**src/rtl/compressor_4_2_tree_acc_if.sv**
```systemverilog
// Handshake bundle for compressor_4_2_tree_acc.
//   master : beat producer / result consumer (drives in_*, out_ready_i)
//   slave  : the reduction + accumulate datapath
// Signals:
//   in_valid_i / in_ready_o / in_data_i (N_IN*WIDTH) / in_last_i  : operand beats
//   out_valid_o / out_ready_i / out_sum_o (ACC_WIDTH) / out_beats_o (CNT_WIDTH) : packet results
interface compressor_4_2_tree_acc_if #(
    parameter int unsigned WIDTH     = 8,
    parameter int unsigned N_IN      = 4,
    parameter int unsigned ACC_WIDTH = WIDTH + 16,
    parameter int unsigned CNT_WIDTH = 16
);
    logic                      in_valid_i;
    logic                      in_ready_o;
    logic [N_IN*WIDTH-1:0]     in_data_i;
    logic                      in_last_i;
    logic                      out_valid_o;
    logic                      out_ready_i;
    logic [ACC_WIDTH-1:0]      out_sum_o;
    logic [CNT_WIDTH-1:0]      out_beats_o;

    modport master (
        output in_valid_i, in_data_i, in_last_i, out_ready_i,
        input  in_ready_o, out_valid_o, out_sum_o, out_beats_o
    );

    modport slave (
        input  in_valid_i, in_data_i, in_last_i, out_ready_i,
        output in_ready_o, out_valid_o, out_sum_o, out_beats_o
    );
endinterface

```
**src/rtl/compressor_4_2_tree_acc.sv**
```systemverilog
// Pipelined multi-operand signed adder: N_IN sign-extended operands per beat are reduced
// to carry-save form by log2(N_IN)-1 registered levels of 4:2 compressor rows, accumulated
// across the beats of a packet in carry-save form, and resolved by one carry-propagate add
// when the packet's last beat leaves the accumulator.
// Ports:
//   clk_i   : clock, rising edge
//   rst_ni  : asynchronous active-low reset
//   bus_io  : slave side of the beat/result handshake (see compressor_4_2_tree_acc_if)
// A stalled result (out_valid_o & ~out_ready_i) freezes the whole pipeline; no skid buffers.
// ACC_WIDTH must exceed WIDTH.
module compressor_4_2_tree_acc #(
    parameter int unsigned WIDTH     = 8,
    parameter int unsigned N_IN      = 4,
    parameter int unsigned ACC_WIDTH = WIDTH + 16,
    parameter int unsigned CNT_WIDTH = 16
) (
    input logic                       clk_i,
    input logic                       rst_ni,
    compressor_4_2_tree_acc_if.slave  bus_io
);
    // Tree depth; the final level leaves exactly two vectors (sum, carry).
    localparam int unsigned T     = $clog2(N_IN) - 1;
    // Node list: level l occupies N_IN>>l entries starting at 2*N_IN - 2*(N_IN>>l).
    localparam int unsigned NNode = 2 * N_IN - 2;
    // Registered part of the node list (levels 1..T).
    localparam int unsigned NTree = N_IN - 2;

    // Bitwise 4:2 row: two full-adder layers, lateral carries and output carries shifted
    // left by one, bits above ACC_WIDTH dropped. Returns {carry, sum}.
    function automatic logic [2*ACC_WIDTH-1:0] comp42(input logic [ACC_WIDTH-1:0] a,
                                                      input logic [ACC_WIDTH-1:0] b,
                                                      input logic [ACC_WIDTH-1:0] c,
                                                      input logic [ACC_WIDTH-1:0] d);
        logic [ACC_WIDTH-1:0] s1, c1, cin, s, cy;
        s1  = a ^ b ^ c;
        c1  = (a & b) | (a & c) | (b & c);
        cin = c1 << 1;
        s   = s1 ^ d ^ cin;
        cy  = ((s1 & d) | (s1 & cin) | (d & cin)) << 1;
        return {cy, s};
    endfunction

    logic                 en;
    logic [ACC_WIDTH-1:0] node   [NNode];
    logic [ACC_WIDTH-1:0] tree_d [NTree];
    logic [ACC_WIDTH-1:0] tree_q [NTree];
    logic [T-1:0]         vld_d, vld_q, last_d, last_q;

    logic [ACC_WIDTH-1:0] acc_s_d, acc_s_q, acc_c_d, acc_c_q;
    logic                 first_d, first_q;
    logic                 acc_vld_d, acc_vld_q, acc_last_d, acc_last_q;
    logic [CNT_WIDTH-1:0] cnt_d, cnt_q;
    logic [ACC_WIDTH-1:0] row_s, row_c;

    logic                 out_valid_d, out_valid_q;
    logic [ACC_WIDTH-1:0] out_sum_d, out_sum_q;
    logic [CNT_WIDTH-1:0] out_beats_d, out_beats_q;

    assign en = ~(out_valid_q & ~bus_io.out_ready_i);

    // Level 0 is the sign-extended input; higher levels come from the tree registers.
    always_comb begin
        for (int k = 0; k < int'(N_IN); k++) begin
            node[k] = {{(ACC_WIDTH - WIDTH){bus_io.in_data_i[k*WIDTH + WIDTH - 1]}},
                       bus_io.in_data_i[k*WIDTH +: WIDTH]};
        end
        for (int j = 0; j < int'(NTree); j++) begin
            node[N_IN + j] = tree_q[j];
        end
    end

    always_comb begin
        logic [2*ACC_WIDTH-1:0] r;
        int                     src, dst;
        r   = '0;
        src = 0;
        dst = 0;
        for (int j = 0; j < int'(NTree); j++) begin
            tree_d[j] = '0;
        end
        for (int l = 0; l < int'(T); l++) begin
            src = 2 * int'(N_IN) - 2 * (int'(N_IN) >> l);
            dst = 2 * int'(N_IN) - 2 * (int'(N_IN) >> (l + 1)) - int'(N_IN);
            for (int i = 0; i < (int'(N_IN) >> (l + 2)); i++) begin
                r = comp42(node[src + 4*i], node[src + 4*i + 1],
                           node[src + 4*i + 2], node[src + 4*i + 3]);
                tree_d[dst + 2*i]     = r[ACC_WIDTH-1:0];
                tree_d[dst + 2*i + 1] = r[2*ACC_WIDTH-1:ACC_WIDTH];
            end
        end
    end

    always_comb begin
        vld_d     = vld_q;
        last_d    = last_q;
        vld_d[0]  = bus_io.in_valid_i;
        last_d[0] = bus_io.in_last_i;
        for (int l = 1; l < int'(T); l++) begin
            vld_d[l]  = vld_q[l-1];
            last_d[l] = last_q[l-1];
        end
    end

    // Accumulate stage: the carry-save accumulator is ignored on the first beat of a packet.
    always_comb begin
        {row_c, row_s} = comp42(tree_q[NTree-2], tree_q[NTree-1],
                                first_q ? '0 : acc_s_q, first_q ? '0 : acc_c_q);
        acc_s_d    = acc_s_q;
        acc_c_d    = acc_c_q;
        first_d    = first_q;
        cnt_d      = cnt_q;
        acc_vld_d  = vld_q[T-1];
        acc_last_d = last_q[T-1];
        if (vld_q[T-1]) begin
            acc_s_d = row_s;
            acc_c_d = row_c;
            first_d = last_q[T-1];
            if (first_q) begin
                cnt_d = CNT_WIDTH'(1);
            end else if (cnt_q != {CNT_WIDTH{1'b1}}) begin
                cnt_d = cnt_q + CNT_WIDTH'(1);
            end
        end
    end

    // Output stage only advances when en=1, so a pending result is implicitly consumed here.
    always_comb begin
        out_valid_d = acc_vld_q & acc_last_q;
        out_sum_d   = out_sum_q;
        out_beats_d = out_beats_q;
        if (acc_vld_q & acc_last_q) begin
            out_sum_d   = acc_s_q + acc_c_q;
            out_beats_d = cnt_q;
        end
    end

    always_ff @(posedge clk_i or negedge rst_ni) begin
        if (!rst_ni) begin
            for (int j = 0; j < int'(NTree); j++) begin
                tree_q[j] <= '0;
            end
            vld_q       <= '0;
            last_q      <= '0;
            acc_s_q     <= '0;
            acc_c_q     <= '0;
            first_q     <= 1'b1;
            acc_vld_q   <= 1'b0;
            acc_last_q  <= 1'b0;
            cnt_q       <= '0;
            out_valid_q <= 1'b0;
            out_sum_q   <= '0;
            out_beats_q <= '0;
        end else if (en) begin
            tree_q      <= tree_d;
            vld_q       <= vld_d;
            last_q      <= last_d;
            acc_s_q     <= acc_s_d;
            acc_c_q     <= acc_c_d;
            first_q     <= first_d;
            acc_vld_q   <= acc_vld_d;
            acc_last_q  <= acc_last_d;
            cnt_q       <= cnt_d;
            out_valid_q <= out_valid_d;
            out_sum_q   <= out_sum_d;
            out_beats_q <= out_beats_d;
        end
    end

    assign bus_io.in_ready_o  = en;
    assign bus_io.out_valid_o = out_valid_q;
    assign bus_io.out_sum_o   = out_sum_q;
    assign bus_io.out_beats_o = out_beats_q;
endmodule
```
**src/flat_wrapper.sv**
```systemverilog
// flat-port wrapper written by rule: the top's interface ports become plain ports
module compressor_4_2_tree_acc_flat 
#(
    parameter int unsigned WIDTH     = 8,
    parameter int unsigned N_IN      = 4,
    parameter int unsigned ACC_WIDTH = WIDTH + 16,
    parameter int unsigned CNT_WIDTH = 16
)
  (clk_i, rst_ni, bus_io_in_valid_i, bus_io_in_data_i, bus_io_in_last_i, bus_io_out_ready_i, bus_io_in_ready_o, bus_io_out_valid_o, bus_io_out_sum_o, bus_io_out_beats_o);
  compressor_4_2_tree_acc_if #(.WIDTH(WIDTH), .N_IN(N_IN), .ACC_WIDTH(ACC_WIDTH), .CNT_WIDTH(CNT_WIDTH)) bus_io_i ();
  input logic clk_i;
  input logic rst_ni;
  input wire logic [$bits(bus_io_i.in_valid_i)-1:0] bus_io_in_valid_i;
  input wire logic [$bits(bus_io_i.in_data_i)-1:0] bus_io_in_data_i;
  input wire logic [$bits(bus_io_i.in_last_i)-1:0] bus_io_in_last_i;
  input wire logic [$bits(bus_io_i.out_ready_i)-1:0] bus_io_out_ready_i;
  output wire logic [$bits(bus_io_i.in_ready_o)-1:0] bus_io_in_ready_o;
  output wire logic [$bits(bus_io_i.out_valid_o)-1:0] bus_io_out_valid_o;
  output wire logic [$bits(bus_io_i.out_sum_o)-1:0] bus_io_out_sum_o;
  output wire logic [$bits(bus_io_i.out_beats_o)-1:0] bus_io_out_beats_o;
  assign bus_io_i.in_valid_i = bus_io_in_valid_i;
  assign bus_io_i.in_data_i = bus_io_in_data_i;
  assign bus_io_i.in_last_i = bus_io_in_last_i;
  assign bus_io_i.out_ready_i = bus_io_out_ready_i;
  assign bus_io_in_ready_o = bus_io_i.in_ready_o;
  assign bus_io_out_valid_o = bus_io_i.out_valid_o;
  assign bus_io_out_sum_o = bus_io_i.out_sum_o;
  assign bus_io_out_beats_o = bus_io_i.out_beats_o;
  compressor_4_2_tree_acc #(.WIDTH(WIDTH), .N_IN(N_IN), .ACC_WIDTH(ACC_WIDTH), .CNT_WIDTH(CNT_WIDTH)) u_core (.clk_i(clk_i), .rst_ni(rst_ni), .bus_io(bus_io_i));
endmodule
```
**config.mk**
```make
export PLATFORM = sky130hd
export DESIGN_NAME = compressor_4_2_tree_acc_flat
export DESIGN_NICKNAME = d
export VERILOG_FILES = /design/src/rtl/compressor_4_2_tree_acc_if.sv /design/src/rtl/compressor_4_2_tree_acc.sv /design/src/flat_wrapper.sv
export SDC_FILE = /design/constraint.sdc
export NUM_CORES = 1
export LEC_CHECK = 0
export ABC_AREA = 1
export CAP_MARGIN = 30
export CORE_UTILIZATION = 50
export CTS_CLUSTER_DIAMETER = 50
export CTS_CLUSTER_SIZE = 30
export DETAILED_ROUTE_END_ITERATION = 8
export PLACE_DENSITY = 0.82
export SLEW_MARGIN = 15
export SYNTH_ARGS = -nofsm -noshare
export SYNTH_HDL_FRONTEND = slang
export SYNTH_SLANG_ARGS = --single-unit
```
**constraint.sdc**
```tcl
create_clock -name clk_i -period 5.9 [get_ports clk_i]
set_input_delay 0.59 -clock clk_i [delete_from_list [all_inputs] [get_ports clk_i]]
set_output_delay 0.59 -clock clk_i [all_outputs]
set_load 0.01 [all_outputs]
```
==> metrics list, run 1 <==
* Post-Route WL: 18200 µm
- Largest cells by area after synthesis: sky130_fd_sc_hd__dfrtp_1 (38%), sky130_fd_sc_hd__nand2_1 (16%), sky130_fd_sc_hd__fa_1 (15%)
- In the synthesized netlist, the number of instances is 1022.
- Most frequent cells after synthesis: sky130_fd_sc_hd__nand2_1 (346), sky130_fd_sc_hd__inv_1 (167), sky130_fd_sc_hd__dfrtp_1 (125)
- Type of destination of the critical path: output pin
* Total power divided by cell area: 546 nW/µm²
* Port buffer count: 78
* Max rail drop VDD: 0.264 mV
* Slowest stage cell on the critical path: sky130_fd_sc_hd__clkdlybuf4s50_1
* Gp weighted congestion: 0.897
* Async SR Flop Fraction: 1.00
* Hold-fix buffers at CTS: 0
- Maximum root-to-sink buffer count: 2
- The most common cell in the synthesized netlist is sky130_fd_sc_hd__nand2_1.
- Number of unique standard cell types used by synthesis: 31
- Sequential area share after synthesis: 0.388
* Most area-hungry cell type in the Yosys netlist: sky130_fd_sc_hd__dfrtp_1
- Of the total power, registers draw 0.260.
* Clock period minus worst slack: 2.62 ns
- Number of flops mapped to enable cells by yosys: 0
* Total Nets Final: 1221
- Of the total power, the share spent switching nets is 0.432.
- Max-slew headroom at the worst pin: 0.442
- For this configuration, the core starts out at a cell density of 0.512.
- At the pin with the least slew margin, the transition time is 0.837 ns.
- Arithmetic-cell share of the synthesized area counting full adders, half adders and majority gates: 0.188
- Summing every instance area after synthesis gives 8140 µm².
- Clock Latency Late Sink: 0.43 ns
* Most repeated library cell on the critical path: sky130_fd_sc_hd__clkdlybuf4s50_1
* Global-route wire length before repair: 30900 µm
- Post CTS Setup Buffer Count: 0
- Sequence of cells on the critical path: clkdlybuf4s50_1, nor2_2, inv_1, clkdlybuf4s50_1
- Across the routed clock network, the largest skew measured is 0.0101 ns.
- The share of synthesized area in the top cell type comes to 0.384.
- Count of warnings emitted by yosys: 0
* CTS clock-pin slew for the worst setup and hold paths: 0.06 ns
* Count of final max-slew check failures: 0
- Internal power contribution: 3.04 mW
* Level count of the clock H-tree: 4
- The clock drives 126 sinks.
* Number of fill cells in the layout: 1333
- In this design, the stage delay of the slowest critical-path cell is between 0.5 and 0.6 ns.
* Num rows: 46
- Post-cts gate resize count: 0
* Grt ovf: 0
- After synthesis, the largest family of logic cells by area is simple AND/OR/NAND/NOR gates.
- The die covers 16800 µm².
* Number of antenna violations at the first check in global routing: 0
- In this run the static leakage power is 4.99 nW.
- Counting the buffers created by CTS gives 17.
- In the final layout, the share of cells above drive strength 1 is 0.0495.
- Count of final setup violators: 0
- Max Cap Viol: 0
- For flop-to-flop paths, the worst setup slack is approximately 3.5 ns.
- The analysis attributes to net switching a power of 2.31 mW.
- Primary FF master, synth: sky130_fd_sc_hd__dfrtp_1
* Signal arrival time at the worst endpoint: 2.03 ns
- Vias in the first global route: 6692
- TritonCTS built the clock tree.
- Status: finished clean
- Largest net degree at the start of global routing: 78
- The repair_antennas step left the layout with diodes totalling 0.
* Mean Syn Cell Area: between 7 and 8 µm²
- The portion of synthesized area spent on multiplexers is 0.
* Std-Cell Core Area: about 16000 µm²
* Clock Power Share: 0.217
* Max FO, Critical Path: 8
* Signed area change from the synthesized netlist to the final layout: 20.5%
- Post-DP HPWL: 12600 µm
- Dividing the detail-routed via count by the number of cells gives 5.19.
* Total via count after detailed routing: 6885
* Combinational Power Share: 0.523
* Xor-xnor portion of the synthesized cell area: 0.0194
* Critical path type: primary input to output pin
* Critical path startpoint category: primary input
- Fin Setup TNS: 0 ns
- Data required, critical path: 5.31 ns
- The die is 130 µm wide.
* DRC violation count after routing: 0
- At the end of the flow the core is filled with cells to 0.617.
- Of the total synthesized cell area, the portion taken by AND, OR, NAND and NOR gates is 0.245.
- End of the worst register-to-register path: u_core.acc_s_q[3]
* Total global-route track usage: 0.236
- The detail route stage leaves a number of antenna-violating nets equal to 0.
- The tightest min-delay check is of the primary input to asynchronous set/reset pin type.
- Compound-gate portion of the synthesized area: 0.0641
- Net Count, Synth: around 1100
- The die is 130 µm tall.
- In this run the clock root is driven by a sky130_fd_sc_hd__clkbuf_16.
* Fraction of the cycle the final worst path needs: 0.444
- Measured in cells, the most critical reg-to-reg path has a length of 8.
* Number of hold violations in the final report: 0
- Highest attainable clock frequency: 382 MHz
* Launch instance of the worst register-to-register path: u_core.first_q
- Post-synthesis register bit count: roughly 130
- Top-level I/O count: between 70 and 80
* Drt initial violations: ~580
* Number of detailed-routing iterations run before antenna repair: 6
- Routed WL per cell: about 14 µm
- Unrepaired setup endpoints after global routing: false
==> critical path, delay by kind of cell <==
kind	cells	cell delay (ns)
buf+inv	3	1.08
simple gates	1	0.36
==> area by class of cell <==
cell class	instances	area, µm²	share of cell area
well taps	216	270	0.0276
clock buffers	18	439	0.0448
inverters	169	637	0.0650
repair buffers	87	881	0.0899
flip-flops and latches	126	3150	0.322
multi-input cells	697	4210	0.429
clock inverters	13	211	0.0216
==> sequential cells by signal, summed over array words and instances, names as in the netlist <==
signal,cells
u_core.acc_vld_d,1
u_core.cnt_q,16
u_core.bus_io.out_beats_o,16
u_core.first_q,1
u_core.bus_io.out_valid_o,1
u_core.node,18
u_core.bus_io.out_sum_o,24
u_core.acc_s_q,24
u_core.acc_vld_q,1
u_core.acc_c_q,22
u_core.acc_last_q,1
u_core.acc_last_d,1
==> per-layer routing <==
layer,vias to the layer above,GRT usage,wire (µm)
li1,3269,-,-
met2,264,0.407,9190
met4,0,0.0951,417
met5,-,0,0
met3,36,0.0425,1190
met1,3316,0.292,7430
==> through the flow <==
stage	instance area (µm²)	worst slack (ns)	std cells	hold slack [ns]	total power [mW]
6_report	9800	3.28	1326	0.273	5.35
2_1_floorplan	8140	3.62	1022	0.294	3.28
5_1_grt	9800	3.20	1326	0.345	5.85
3_5_place_dp	9090	3.09	1292	0.466	4.08
4_1_cts	9740	3.17	1323	0.295	5.32
3_3_place_gp	9090	3.12	1292	0.464	3.95
==> power by group through the flow <==
| stage | Clock [mW] | Combinational (mW) | Sequential [mW] |
|---|---|---|---|
| CTS | 1.17 | 2.76 | 1.39 |
| global route | 1.21 | 3.22 | 1.42 |
| finish | 1.16 | 2.80 | 1.39 |
| floorplan | 0 | 1.89 | 1.39 |
| detailed placement | 0 | 2.69 | 1.39 |
| global placement | 0 | 2.56 | 1.38 |
==> layout by cell type (no fill, tap or decap), types with 2 or more instances in the layout <==
cell type	n
sky130_fd_sc_hd__clkbuf_16	17
sky130_fd_sc_hd__buf_8	2
sky130_fd_sc_hd__dfrtp_1	125
sky130_fd_sc_hd__clkinv_4	2
sky130_fd_sc_hd__buf_4	7
sky130_fd_sc_hd__o21ai_2	2
sky130_fd_sc_hd__nor3_1	10
sky130_fd_sc_hd__nand4_1	9
sky130_fd_sc_hd__o21ai_0	83
sky130_fd_sc_hd__clkdlybuf4s50_1	77
sky130_fd_sc_hd__nand2_1	346
sky130_fd_sc_hd__xor2_1	10
sky130_fd_sc_hd__nor2_1	67
sky130_fd_sc_hd__ha_1	26
sky130_fd_sc_hd__nand2_2	2
sky130_fd_sc_hd__a21oi_1	11
sky130_fd_sc_hd__nand3_1	44
sky130_fd_sc_hd__nand3b_1	6
sky130_fd_sc_hd__bufinv_16	5
sky130_fd_sc_hd__clkinv_2	2
sky130_fd_sc_hd__inv_1	167
sky130_fd_sc_hd__o21ai_1	4
sky130_fd_sc_hd__nor3_2	2
sky130_fd_sc_hd__inv_6	3
sky130_fd_sc_hd__xnor2_1	8
sky130_fd_sc_hd__fa_1	60
==> how the worst max path moves through the flow <==
| stage | start | endpoint | slack [ns] | cells past startpoint |
|---|---|---|---|---|
| after floorplan | u_core.first_q | u_core.acc_s_q[3] | 3.62 | 10 |
| after global placement | bus_io_out_ready_i | u_core.acc_s_q[23] | 3.12 | 7 |
| after detailed placement | bus_io_out_ready_i | u_core.acc_s_q[23] | 3.09 | 7 |
| after CTS | u_core.first_q | u_core.acc_s_q[3] | 3.17 | 7 |
| after global routing | bus_io_out_ready_i | bus_io_in_ready_o | 3.20 | 4 |
| final | bus_io_out_ready_i | bus_io_in_ready_o | 3.28 | 4 |
==> logic make-up (layout without fill, tap and decap cells) <==
kind of cell / Yosys count / count (layout)
buf+inv: 199 / 287
simple gates: 491 / 491
xor+xnor: 18 / 18
flops: 126 / 126
compound gates: 102 / 102
fa+ha+maj: 86 / 86
No activity file was read; power rests on OpenSTA's default activity.
==> run 2: changes to the inputs <==
--- a/config.mk
+++ b/config.mk
@@ -11,7 +11,7 @@
 export CTS_CLUSTER_DIAMETER = 50
 export CTS_CLUSTER_SIZE = 30
 export DETAILED_ROUTE_END_ITERATION = 8
-export PLACE_DENSITY = 0.82
+export PLACE_DENSITY = 0.85
 export SLEW_MARGIN = 15
 export SYNTH_ARGS = -nofsm -noshare
 export SYNTH_HDL_FRONTEND = slang
==> constraint.sdc (replaced) <==
create_clock -name clk_i -period 2.3 [get_ports clk_i]
set_input_delay 0.23 -clock clk_i [delete_from_list [all_inputs] [get_ports clk_i]]
set_output_delay 0.23 -clock clk_i [all_outputs]
set_load 0.01 [all_outputs]
==> metrics list, run 2 (synthesis results as in run 1) <==
* Status: finished clean
- The count of fill cells added during filler insertion came to 1297 (-2.7%).
- The area taken by multi-input logic gates was 4210 µm² (about the same).
- The signal on the critical path passes through ha_2, inv_1, fa_1, inv_1, nand3_1, nand3_1, nand2_1, nand2_1, nand2_1, nand2_1, nand2_1, nand3_1, nand2_1.
- The met2 usage is 0.423 (+0.0164).
- Signed area change from the synthesized netlist to the final layout: 20.9%
* Global-route met1 utilization: 0.306 (+0.0131)
* Vias in the first global route: 6968 (+4.1%)
- The number of search-and-repair iterations in the first detailed-routing pass is 5 (-1).
* Port buffer count: 78 (unchanged)
- The minimum setup slack among reg-to-reg paths was 0.16 ns (-3.37 ns).
- Post-Route WL: 18500 µm (+1.3%)
- The clock transition at the registers of the reported paths came to 0.06 ns (about the same).
- Highest attainable clock frequency: roughly 470 MHz
- Delay-heaviest family, CP: simple AND/OR/NAND/NOR gates
* Delay of the slowest cell on the worst path: 0.47 ns (-0.04 ns)
- The endpoint identified for the worst register-to-register timing path is u_core.bus_io.out_sum_o[18].
- Clock period minus worst slack: between 2 and 2.5 ns
- The global-route track usage on met3 was 0.0417 (-0.000826).
- Die area: 16800 µm² (unchanged)
* Top-level I/O count: 79 (unchanged)
* Routed WL per cell: 13.8 µm (+0.69%)
- Most frequent standard cell in the layout excluding fill and tap cells: sky130_fd_sc_hd__nand2_1
- Beginning of the critical path: u_core.acc_s_q[2]
* Critical path startpoint category: flop
* Critical path type: flop to flop
* Gp weighted congestion: 0.904 (+0.70%)
* Most repeated library cell on the critical path: sky130_fd_sc_hd__nand2_1
- The DRC violation count after routing is 0 (unchanged).
- Overall die height: 130 µm (unchanged)
- Largest net degree at the start of global routing: 68 (-13%)
* Number of nets with antenna violations after detailed routing: 0 (unchanged)
- Total global-route track usage: 0.244 (+0.00809)
- The count of cell instances traversed by the critical path is 13 (+9).
* Global-route wire length before repair: 31900 µm (+3.2%)
- Std-Cell Core Area: 15900 µm² (unchanged)
- Capturing instance or port of the critical path: u_core.bus_io.out_sum_o[18]
* Total via count after detailed routing: 6887 (+0.029%)
* Max rail drop VDD: 0.772 mV (+190%)
* Fin Setup TNS: 0 ns (unchanged)
- Fraction of layout instances using a drive strength above 1: 0.0555 (+0.00591)
* Clock tree from TritonCTS: done
- Initial core utilization: 0.512 (unchanged)
- Pleak: 5.00 nW (+0.24%)
- The min-delay analysis places its worst path in the category primary input to asynchronous set/reset pin.
* Buffering stage count on the worst path with inverters included: 2 (-1)
- The number of cells on the worst reg-to-reg path is 13 (+5).
- Total power divided by cell area: 1370 nW/µm² (+150%)
- Num rows: 46 (unchanged)
- Setup repair after global routing left no endpoint under its margin.
- Count of final max-slew check failures: 0 (unchanged)
- The floorplan die width was 130 µm (unchanged).
* Signal arrival time at the worst endpoint: 2.45 ns (+0.42 ns)
- The number of antenna violations at the first check in global routing came to 0 (unchanged).
* Setup slack of the critical path after layout: 0.160 ns (-3.12 ns)
- The max-capacitance violation count came to 0 (unchanged).
* Fraction of the cycle the final worst path needs: 0.930
- Total Nets Final: 1228 (+0.57%)
* Vias per inst: 5.16 (-0.57%)
- In the layout the commonest cells are sky130_fd_sc_hd__nand2_1 (346), sky130_fd_sc_hd__inv_1 (167), sky130_fd_sc_hd__dfrtp_1 (125).
- The highest net fanout along the worst path came to 4 (-4).
* CTS sink cnt: 126 (unchanged)
* Type of destination of the critical path: flop
- The number of H-tree levels was 4 (unchanged).
- In this run the critical register-to-register path is launched from u_core.acc_s_q[2].
- The total overflow reported by the global router is 0 (unchanged).
* Clock buffer count from CTS: 17 (unchanged)
- The half-perimeter wire length after placement was 13200 µm (+4.3%).
* Area of all placed cells without fillers: 9840 µm² (+0.37%)
- The sequential standard cell area was 3150 µm² (unchanged).
* Final setup skew: 0.0101 ns (+0.0000824 ns)
- The initial detailed-routing violation count is 625 (+8.7%).
- Max-slew headroom at the worst pin: 0.609 (+0.167)
* Data required, critical path: 2.61 ns (-2.70 ns)
- Number of hold violations in the final report: 0 (unchanged)
- Share of the core filled with cells: 0.619 (+0.00228)
- The number of buffers added for setup after CTS was 0 (unchanged).
- Pre-CTS WS: 0.202 ns (-2.89 ns)
- The cell sitting at the root of the clock tree is a sky130_fd_sc_hd__clkbuf_16.
- The slew at the pin with the worst max-slew slack came to 0.582 ns (-0.254 ns).
* Area after DPL: 9240 µm² (+1.6%)
* Layer with the highest usage: met2
* Count of final setup violators: 0 (unchanged)
* Slowest stage cell on the critical path: sky130_fd_sc_hd__fa_1
- The antenna cell count was 0 (unchanged).
- Maximum root-to-sink buffer count: 2 (unchanged)
- The latest clock arrival within the worst-skew pair is 0.43 ns (about the same).
-- run 2: cell types whose count changed in the layout (fill, tap and decap cells not counted), moves of 2 or more --
cell and change:
sky130_fd_sc_hd__buf_8 -2, sky130_fd_sc_hd__bufinv_16 -3, sky130_fd_sc_hd__buf_12 +6, sky130_fd_sc_hd__clkinvlp_4 +2, sky130_fd_sc_hd__buf_4 +3
-- run 2: metrics by stage --
| step | hold WS, ns | power, mW | instances |
|---|---|---|---|
| 2_1_floorplan | -0.0656 | 8.42 | 1022 |
| 3_3_place_gp | 0.255 | 10.2 | 1301 |
| 3_5_place_dp | 0.258 | 10.6 | 1301 |
| 4_1_cts | 0.371 | 13.5 | 1334 |
| 5_1_grt | 0.406 | 14.8 | 1334 |
| 6_report | 0.336 | 13.5 | 1334 |
-- run 2: metal layers --
metal  part of all wire  up-vias
li1                   -     3285
met1               0.42     3339
met2               0.50      228
met3              0.055       35
met4              0.019        0
met5                  0        -
-- run 2: area by class of cell --
| cell class | count | area share |
|---|---|---|
| sequential | 126 | 0.321 |
| clock buffer | 20 | 0.0464 |
| inverter | 169 | 0.0647 |
| tap | 216 | 0.0275 |
| timing repair buffer | 94 | 0.0992 |
| clock inverter | 12 | 0.0135 |
| multi-input combinational | 697 | 0.428 |
-- run 2: where the power goes --
group / internal (mW) / switching [mW]
Sequential: 3.04 / 0.530
Combinational: 2.86 / 4.39
Clock: 1.65 / 1.02
Total: 7.56 / 5.94
-- run 2: timing repair --
action,CTS,global route
endpoints found under the setup margin,0,2
resized for setup,0,1
hold buffers,1,0
hold endpoints to repair,39,0
-- run 2: how the worst min path moves through the flow --
| stage | endpoint | startpoint |
|---|---|---|
| 2_1_floorplan | u_core.acc_c_q[10] | rst_ni |
| 6_report | u_core.bus_io.out_beats_o[4] | rst_ni |
| 5_1_grt | u_core.bus_io.out_beats_o[4] | rst_ni |
| 3_3_place_gp | u_core.bus_io.out_beats_o[4] | rst_ni |
| 3_5_place_dp | u_core.bus_io.out_beats_o[4] | rst_ni |
| 4_1_cts | u_core.bus_io.out_beats_o[4] | rst_ni |
